<file path="src/rtl/dmem_req_buffer_pkg.sv">
// Shared types for the LSQ-to-dcache request buffer: request entry layout,
// memory size encoding and default geometry.
package dmem_req_buffer_pkg;

   localparam int DMEM_DEPTH = 8;
   localparam int DMEM_TAG_W = 6;

   typedef enum logic [1:0] {
      BYTE   = 2'h0,
      HALF   = 2'h1,
      WORD   = 2'h2,
      DOUBLE = 2'h3
   } MEM_SIZE;

   // Tag is kept beside the entry so its width can follow the TAG_W parameter.
   typedef struct packed {
      logic        valid;
      logic        is_store;
      logic [31:0] addr;
      logic [31:0] data;
      logic        is_unsigned;
      MEM_SIZE     size;
      logic        kill;
      logic        issued;
   } DMEM_REQ_ENTRY;

   // A squashed load that never reached the controller is dropped without presenting.
   function automatic logic is_kill_skip(input DMEM_REQ_ENTRY e);
      return e.valid && !e.is_store && e.kill && !e.issued;
   endfunction

endpackage

</file>
<file path="src/rtl/dmem_req_fifo.sv">
// Two-in / one-out circular buffer of request entries with head/tail/count,
// plus in-place kill marking on squash and issued marking of the head.
module dmem_req_fifo
   import dmem_req_buffer_pkg::*;
#(
   parameter int DEPTH = DMEM_DEPTH,
   parameter int TAG_W = DMEM_TAG_W,
   localparam int PTR_W = $clog2(DEPTH),
   localparam int CNT_W = PTR_W + 1
) (
   input  logic                      clock,
   input  logic                      reset,
   input  logic [1:0]                wr_en,
   input  DMEM_REQ_ENTRY [1:0]       wr_entry,
   input  logic [1:0][TAG_W-1:0]     wr_tag,
   input  logic                      pop,
   input  logic                      squash,
   input  logic                      set_issued,
   output DMEM_REQ_ENTRY             head_entry,
   output logic [TAG_W-1:0]          head_tag,
   output logic [CNT_W-1:0]          count
);

   DMEM_REQ_ENTRY          entries [DEPTH];
   logic [TAG_W-1:0]       tags    [DEPTH];
   logic [PTR_W-1:0]       head;
   logic [PTR_W-1:0]       tail;
   logic [PTR_W-1:0]       tail_1;

   // A lone slot-1 request lands at tail; otherwise slot 1 follows slot 0.
   assign tail_1     = tail + PTR_W'(wr_en[0]);
   assign head_entry = entries[head];
   assign head_tag   = tags[head];

   always_ff @(posedge clock or negedge reset) begin
      if (!reset) begin
         head  <= '0;
         tail  <= '0;
         count <= '0;
         // NOTE: the whole array is reset so the head reads as an invalid, all-zero entry.
         for (int i = 0; i < DEPTH; i++) begin
            entries[i] <= '0;
            tags[i]    <= '0;
         end
      end else begin
         // NOTE: all state uses <= so later updates below override earlier ones on the same entry.
         for (int i = 0; i < DEPTH; i++) begin
            if (squash && entries[i].valid && !entries[i].is_store)
               entries[i].kill <= 1'b1;
         end
         if (set_issued)
            entries[head].issued <= 1'b1;
         if (pop) begin
            entries[head].valid <= 1'b0;
            head                <= head + PTR_W'(1);
         end
         if (wr_en[0]) begin
            entries[tail] <= wr_entry[0];
            tags[tail]    <= wr_tag[0];
         end
         if (wr_en[1]) begin
            entries[tail_1] <= wr_entry[1];
            tags[tail_1]    <= wr_tag[1];
         end
         tail  <= tail + PTR_W'(wr_en[0]) + PTR_W'(wr_en[1]);
         count <= count + CNT_W'(wr_en[0]) + CNT_W'(wr_en[1]) - CNT_W'(pop);
      end
   end

endmodule

</file>
<file path="src/rtl/dmem_req_buffer.sv">
// Buffers up to two LSQ requests per cycle and presents one at a time to the
// dcache controller; returns completed loads as a registered tagged response.
module dmem_req_buffer
   import dmem_req_buffer_pkg::*;
#(
   parameter int DEPTH = DMEM_DEPTH,
   parameter int TAG_W = DMEM_TAG_W,
   localparam int CNT_W = $clog2(DEPTH) + 1
) (
   input  logic                   clock,
   input  logic                   reset,
   input  logic [1:0]             in_valid,
   input  logic [1:0]             in_is_store,
   input  logic [1:0][31:0]       in_addr,
   input  logic [1:0][31:0]       in_data,
   input  logic [1:0][2:0]        in_size,
   input  logic [1:0][TAG_W-1:0]  in_tag,
   output logic [1:0]             in_ready,
   input  logic                   squash,
   output logic [31:0]            proc2Dcache_addr,
   output logic [31:0]            proc2Dcache_data,
   output logic [2:0]             proc2Dmem_size,
   output logic                   rd_mem,
   output logic                   wr_mem,
   input  logic [31:0]            dc_data,
   input  logic                   dc_rd_valid,
   input  logic                   dc_wr_valid,
   output logic                   resp_valid,
   output logic [TAG_W-1:0]       resp_tag,
   output logic [31:0]            resp_data,
   output logic [CNT_W-1:0]       count
);

   DMEM_REQ_ENTRY        wr_entry [2];
   DMEM_REQ_ENTRY [1:0]  wr_entry_bus;
   DMEM_REQ_ENTRY        head;
   logic [TAG_W-1:0]     head_tag;
   logic [1:0]           wr_en;
   logic                 skip;
   logic                 pop;
   logic                 set_issued;

   assign in_ready[0] = (count <= CNT_W'(DEPTH - 1));
   assign in_ready[1] = (count <= CNT_W'(DEPTH - 2));
   assign wr_en       = in_valid & in_ready;

   // Loads arriving alongside a squash are born killed.
   always_comb begin
      for (int k = 0; k < 2; k++) begin
         wr_entry[k]             = '0;
         wr_entry[k].valid       = 1'b1;
         wr_entry[k].is_store    = in_is_store[k];
         wr_entry[k].addr        = in_addr[k];
         wr_entry[k].data        = in_data[k];
         wr_entry[k].is_unsigned = in_size[k][2];
         wr_entry[k].size        = MEM_SIZE'(in_size[k][1:0]);
         wr_entry[k].kill        = squash && !in_is_store[k];
      end
   end

   assign wr_entry_bus[0] = wr_entry[0];
   assign wr_entry_bus[1] = wr_entry[1];

   dmem_req_fifo #(
      .DEPTH (DEPTH),
      .TAG_W (TAG_W)
   ) u_fifo (
      .clock      (clock),
      .reset      (reset),
      .wr_en      (wr_en),
      .wr_entry   (wr_entry_bus),
      .wr_tag     (in_tag),
      .pop        (pop),
      .squash     (squash),
      .set_issued (set_issued),
      .head_entry (head),
      .head_tag   (head_tag),
      .count      (count)
   );

   always_comb begin
      // NOTE: every output of this block is defaulted first so no path can infer a latch.
      rd_mem           = 1'b0;
      wr_mem           = 1'b0;
      proc2Dcache_addr = '0;
      proc2Dcache_data = '0;
      proc2Dmem_size   = '0;
      skip             = is_kill_skip(head);
      if (head.valid) begin
         proc2Dcache_addr = head.addr;
         proc2Dcache_data = head.data;
         proc2Dmem_size   = {head.is_unsigned, head.size};
         if (head.is_store)
            wr_mem = 1'b1;
         else if (!skip)
            rd_mem = 1'b1;
      end
   end

   // An issued load stays presented (even once killed) until the controller finishes it.
   assign pop        = (wr_mem && dc_wr_valid) || (rd_mem && dc_rd_valid) || skip;
   assign set_issued = rd_mem && !dc_rd_valid;

   always_ff @(posedge clock or negedge reset) begin
      if (!reset) begin
         resp_valid <= 1'b0;
         resp_tag   <= '0;
         resp_data  <= '0;
      end else begin
         resp_valid <= rd_mem && dc_rd_valid && !head.kill;
         if (rd_mem && dc_rd_valid) begin
            resp_tag  <= head_tag;
            resp_data <= dc_data;
         end
      end
   end

endmodule

</file>
<file path="config.mk">
export PLATFORM = sky130hd
export DESIGN_NAME = dmem_req_buffer
export DESIGN_NICKNAME = d
export VERILOG_FILES = /design/src/rtl/dmem_req_buffer_pkg.sv /design/src/rtl/dmem_req_fifo.sv /design/src/rtl/dmem_req_buffer.sv
export SDC_FILE = /design/constraint.sdc
export NUM_CORES = 2
export LEC_CHECK = 0
export BUFFER_PORTS_ARGS = -buffer_cell sky130_fd_sc_hd__buf_2
export CAP_MARGIN = 5
export CORE_ASPECT_RATIO = 1.75
export CORE_MARGIN = 1
export CORE_UTILIZATION = 40
export DETAILED_ROUTE_END_ITERATION = 8
export PLACE_DENSITY = 0.63
export SYNTH_ARGS = -nofsm -noshare
export SYNTH_HDL_FRONTEND = slang
export SYNTH_SLANG_ARGS = --single-unit
</file>
<file path="constraint.sdc">
create_clock -name clock -period 4.1 [get_ports clock]
set_input_delay 0.615 -clock clock [delete_from_list [all_inputs] [get_ports clock]]
set_output_delay 0.615 -clock clock [all_outputs]
set_load 0.02 [all_outputs]
</file>
==> results by group <==
Synth
  – EDFF count, synth: 0
  – Leading cell types by count after synthesis: dfrtp_1, nand2_1, mux2i_1, o21ai_0, clkbuf_1
  – Netlist Area Pre-Place: 0.0344 mm2
  – Syn Inst Count: 3453
  – Ys Warns: 0
  – Part of the Yosys area used for sequential elements: 0.484
  – Top-count cell post-synth: dfrtp_1
  – Area contributors post-synth: dfrtp_1, mux2i_1, o21ai_0
  – Synth Area per Inst: 9.96 um2
  – Post-synth top area share: 0.484
  – Top_reg_cell synth: dfrtp_1
  – Synthesized Nets: 3651
  – Yosys top cell by area: dfrtp_1
  – Netlist cell types: 52
  – Synth async-reset ratio: 1.00
  – Synth Register Bits: 665

Timing
  – Final critical-path share of the clock period: 0.972
  – Setup Skew: 18.1 ps
  – Least-Margin Pin Slew: 860 ps
  – Final worst path period need: 3990 ps
  – Count of final hold-check violations: 0
  – Max-slew headroom: 0.418
  – Setup violators final: 0
  – Setup_tns: 0 ps
  – Unrepaired setup endpoints after global routing: no
  – Final Slew Violations: 0
  – Max frequency: 0.251 GHz
  – Final worst slack: 115 ps

Die
  – Die Y: 390 um
  – Core Rows: 141
  – Core Box Area: 0.0849 mm2
  – Initial cell density of the core: 0.405
  – Ports: 301
  – Chip width: 224 um
  – Die area: 0.0872 mm2

Setup path
  – Slowest stage cell on the critical path: dfrtp_1
  – Worst path buffer plus inverter count: 2
  – Crit-path cells: nor3b_2, buf_12, a22o_1, a221oi_1, a31oi_1, buf_2
  – Crit path max-delay family: flip-flops
  – Critical Path Max Stage Delay: 810 ps
  – Crit Path Category: reg2out
  – CP required: 3480 ps
  – Worst Path Max Fanout: 42
  – Worst Path Arrival: 3370 ps
  – CP Capture Type: primary output
  – Setup crit start kind: flip-flop

CTS
  – CTS Buffer Depth: 3
  – TritonCTS clock tree: done
  – Post-CTS setup buffers: 0
  – Clock sink count: 665
  – # H-tree levels: 3
  – CTS Buf Count: 68
  – CTS root buf: clkbuf_16
  – Skew-Pair Late Insertion Delay: 630 ps
  – Clk slew on worst S/H paths: 70 ps

Drt
  – WL per Instance: 24.2 um
  – Initial DRC count: 2457
  – Vias post-DR: 27200
  – Drt drc: 0
  – Vias per Instance: 5.79
  – Detailed Route WL: 114000 um
  – Drt pass-1 iters: 5
  – ANT nets after route: 0

Power
  – Lkg Pwr: 15.3 nW
  – Pwr Density: 810 mW/mm2
  – Worst ir drop on vdd: 851 uV

Placed design
  – Dpl ws: 548 ps
  – # port buffers: 300
  – Hpwl dp: 67000 um
  – RePlAce Congestion: 0.820

Global route
  – Largest net degree at the start of global routing: 131
  – Initial antenna violation count: 23
  – Vias in the first global route: 27300
  – Total global routing overflow: 0
  – First-pass GRT wire length: 172000 um
  – Total Routing Usage GR: 0.257

Layout
  – FILL cells: 7978
  – Area growth, synth to finish: 13.8%
  – Nets@finish: 3683
  – Layout cells sized above 1: 0.164

Run status
  – Status: finished clean

Job
  – Max Cap Viol: 0

Min path
  – Hold Crit Class: in2reg
-- layout by cell type (no fill, tap or decap), drive strengths merged, types with 4 or more instances in the layout --
cell,synthesis,routed
a21oi,13,13
a221oi,74,74
a22o,73,73
a22oi,146,146
a311o,4,4
a31oi,78,78
buf,201,389
bufinv,0,8
clkbuf,227,92
clkinv,0,16
dfrtp,665,665
diode,0,12
ha,9,9
inv,14,18
mux2,41,41
mux2i,600,600
mux4,8,8
nand2,602,602
nand3,8,8
nor2,30,30
nor3,28,28
o21ai,590,590
xnor2,4,4
-- sequential cells by signal, indices dropped and copies added, names as in the netlist --
| signal | cells |
|---|---|
| u_fifo.tail | 3 |
| u_fifo.head | 3 |
| resp_tag | 6 |
| resp_data | 32 |
| u_fifo.count | 4 |
| resp_valid | 1 |
| u_fifo.entries | 568 |
| u_fifo.tags | 48 |
-- logic make-up (layout without fill, tap and decap cells) --
kind of cell | count (synthesis) | after routing | synth area share
compound gates | 990 | 990 | 0.176
simple gates | 689 | 689 | 0.0795
flops | 665 | 665 | 0.484
mux | 649 | 649 | 0.195
buf+inv | 442 | 525 | 0.0598
fa+ha+maj | 11 | 11 | 0.00444
xor+xnor | 7 | 7 | 0.00178
other cells | 0 | 12 | 0
-- metrics by stage --
stage	hold slack (ps)	util	cells	total power, W	cell area, um2
6_report	221	0.461	4692	0.0317	39100
5_1_grt	211	0.461	4687	0.0335	39100
4_1_cts	192	0.461	4680	0.0318	39100
3_5_place_dp	488	0.433	4558	0.0251	36800
3_3_place_gp	482	0.433	4558	0.0248	36800
2_1_floorplan	319	-	3453	0.0200	34400
-- layer usage --
metal  GRT usage  share of wire
met2       0.443           0.50
met3      0.0384          0.063
met1       0.321           0.40
met5           0        0.00076
met4       0.107          0.035
-- report_power, final --
part	total [W]	internal [W]	switching [W]
Clock	0.00661	0.00387	0.00274
Sequential	0.0115	0.00970	0.00183
Combinational	0.0136	0.00513	0.00843
-- worst paths after layout --
check | startpoint | endpoint | slack, ps | cells past startpoint
min in group asynchronous | reset | u_fifo.entries[438]$_DFF_PN0_ | 540 | 2
max | u_fifo.head[2]$_DFFE_PN0N_ | proc2Dcache_data[0] | 110 | 6
max in group asynchronous | reset | u_fifo.entries[183]$_DFF_PN0_ | 2400 | 3
min | dc_data[22] | resp_data[22]$_DFFE_PN0P_ | 220 | 2
max reg2reg | u_fifo.count[3]$_DFF_PN0_ | u_fifo.entries[258]$_DFF_PN0_ | 600 | 12
min reg2reg | resp_data[22]$_DFFE_PN0P_ | resp_data[22]$_DFFE_PN0P_ | 500 | 1
-- cell type report --
type / count / area (um2) / share of cell area
sequential: 665 / 16600 / 0.425
multi-input combinational: 2346 / 15800 / 0.405
timing repair buffer: 390 / 2800 / 0.0716
clock buffer: 92 / 1950 / 0.0499
tap: 1144 / 1430 / 0.0366
clock inverter: 29 / 382 / 0.00975
inverter: 14 / 52.6 / 0.00134
antenna: 12 / 30.0 / 0.000767
-- what timing repair did --
action,CTS,global route
endpoints found under the hold margin,44,0
pin swaps,0,1
resized for setup,1,0
setup endpoints to repair,4,2
hold buffers,1,0
-- worst register-to-register path: stages, from the launching register on --
cell	delay [ps]
dfrtp_1	380
inv_1	90
ha_1	210
nand3_1	140
nand2_1	90
nand2_1	90
inv_1	50
ha_1	180
ha_1	330
or4b_1	750
nor3_4	430
buf_12	360
o21ai_0	270
Power figures use the tool's default switching activity.
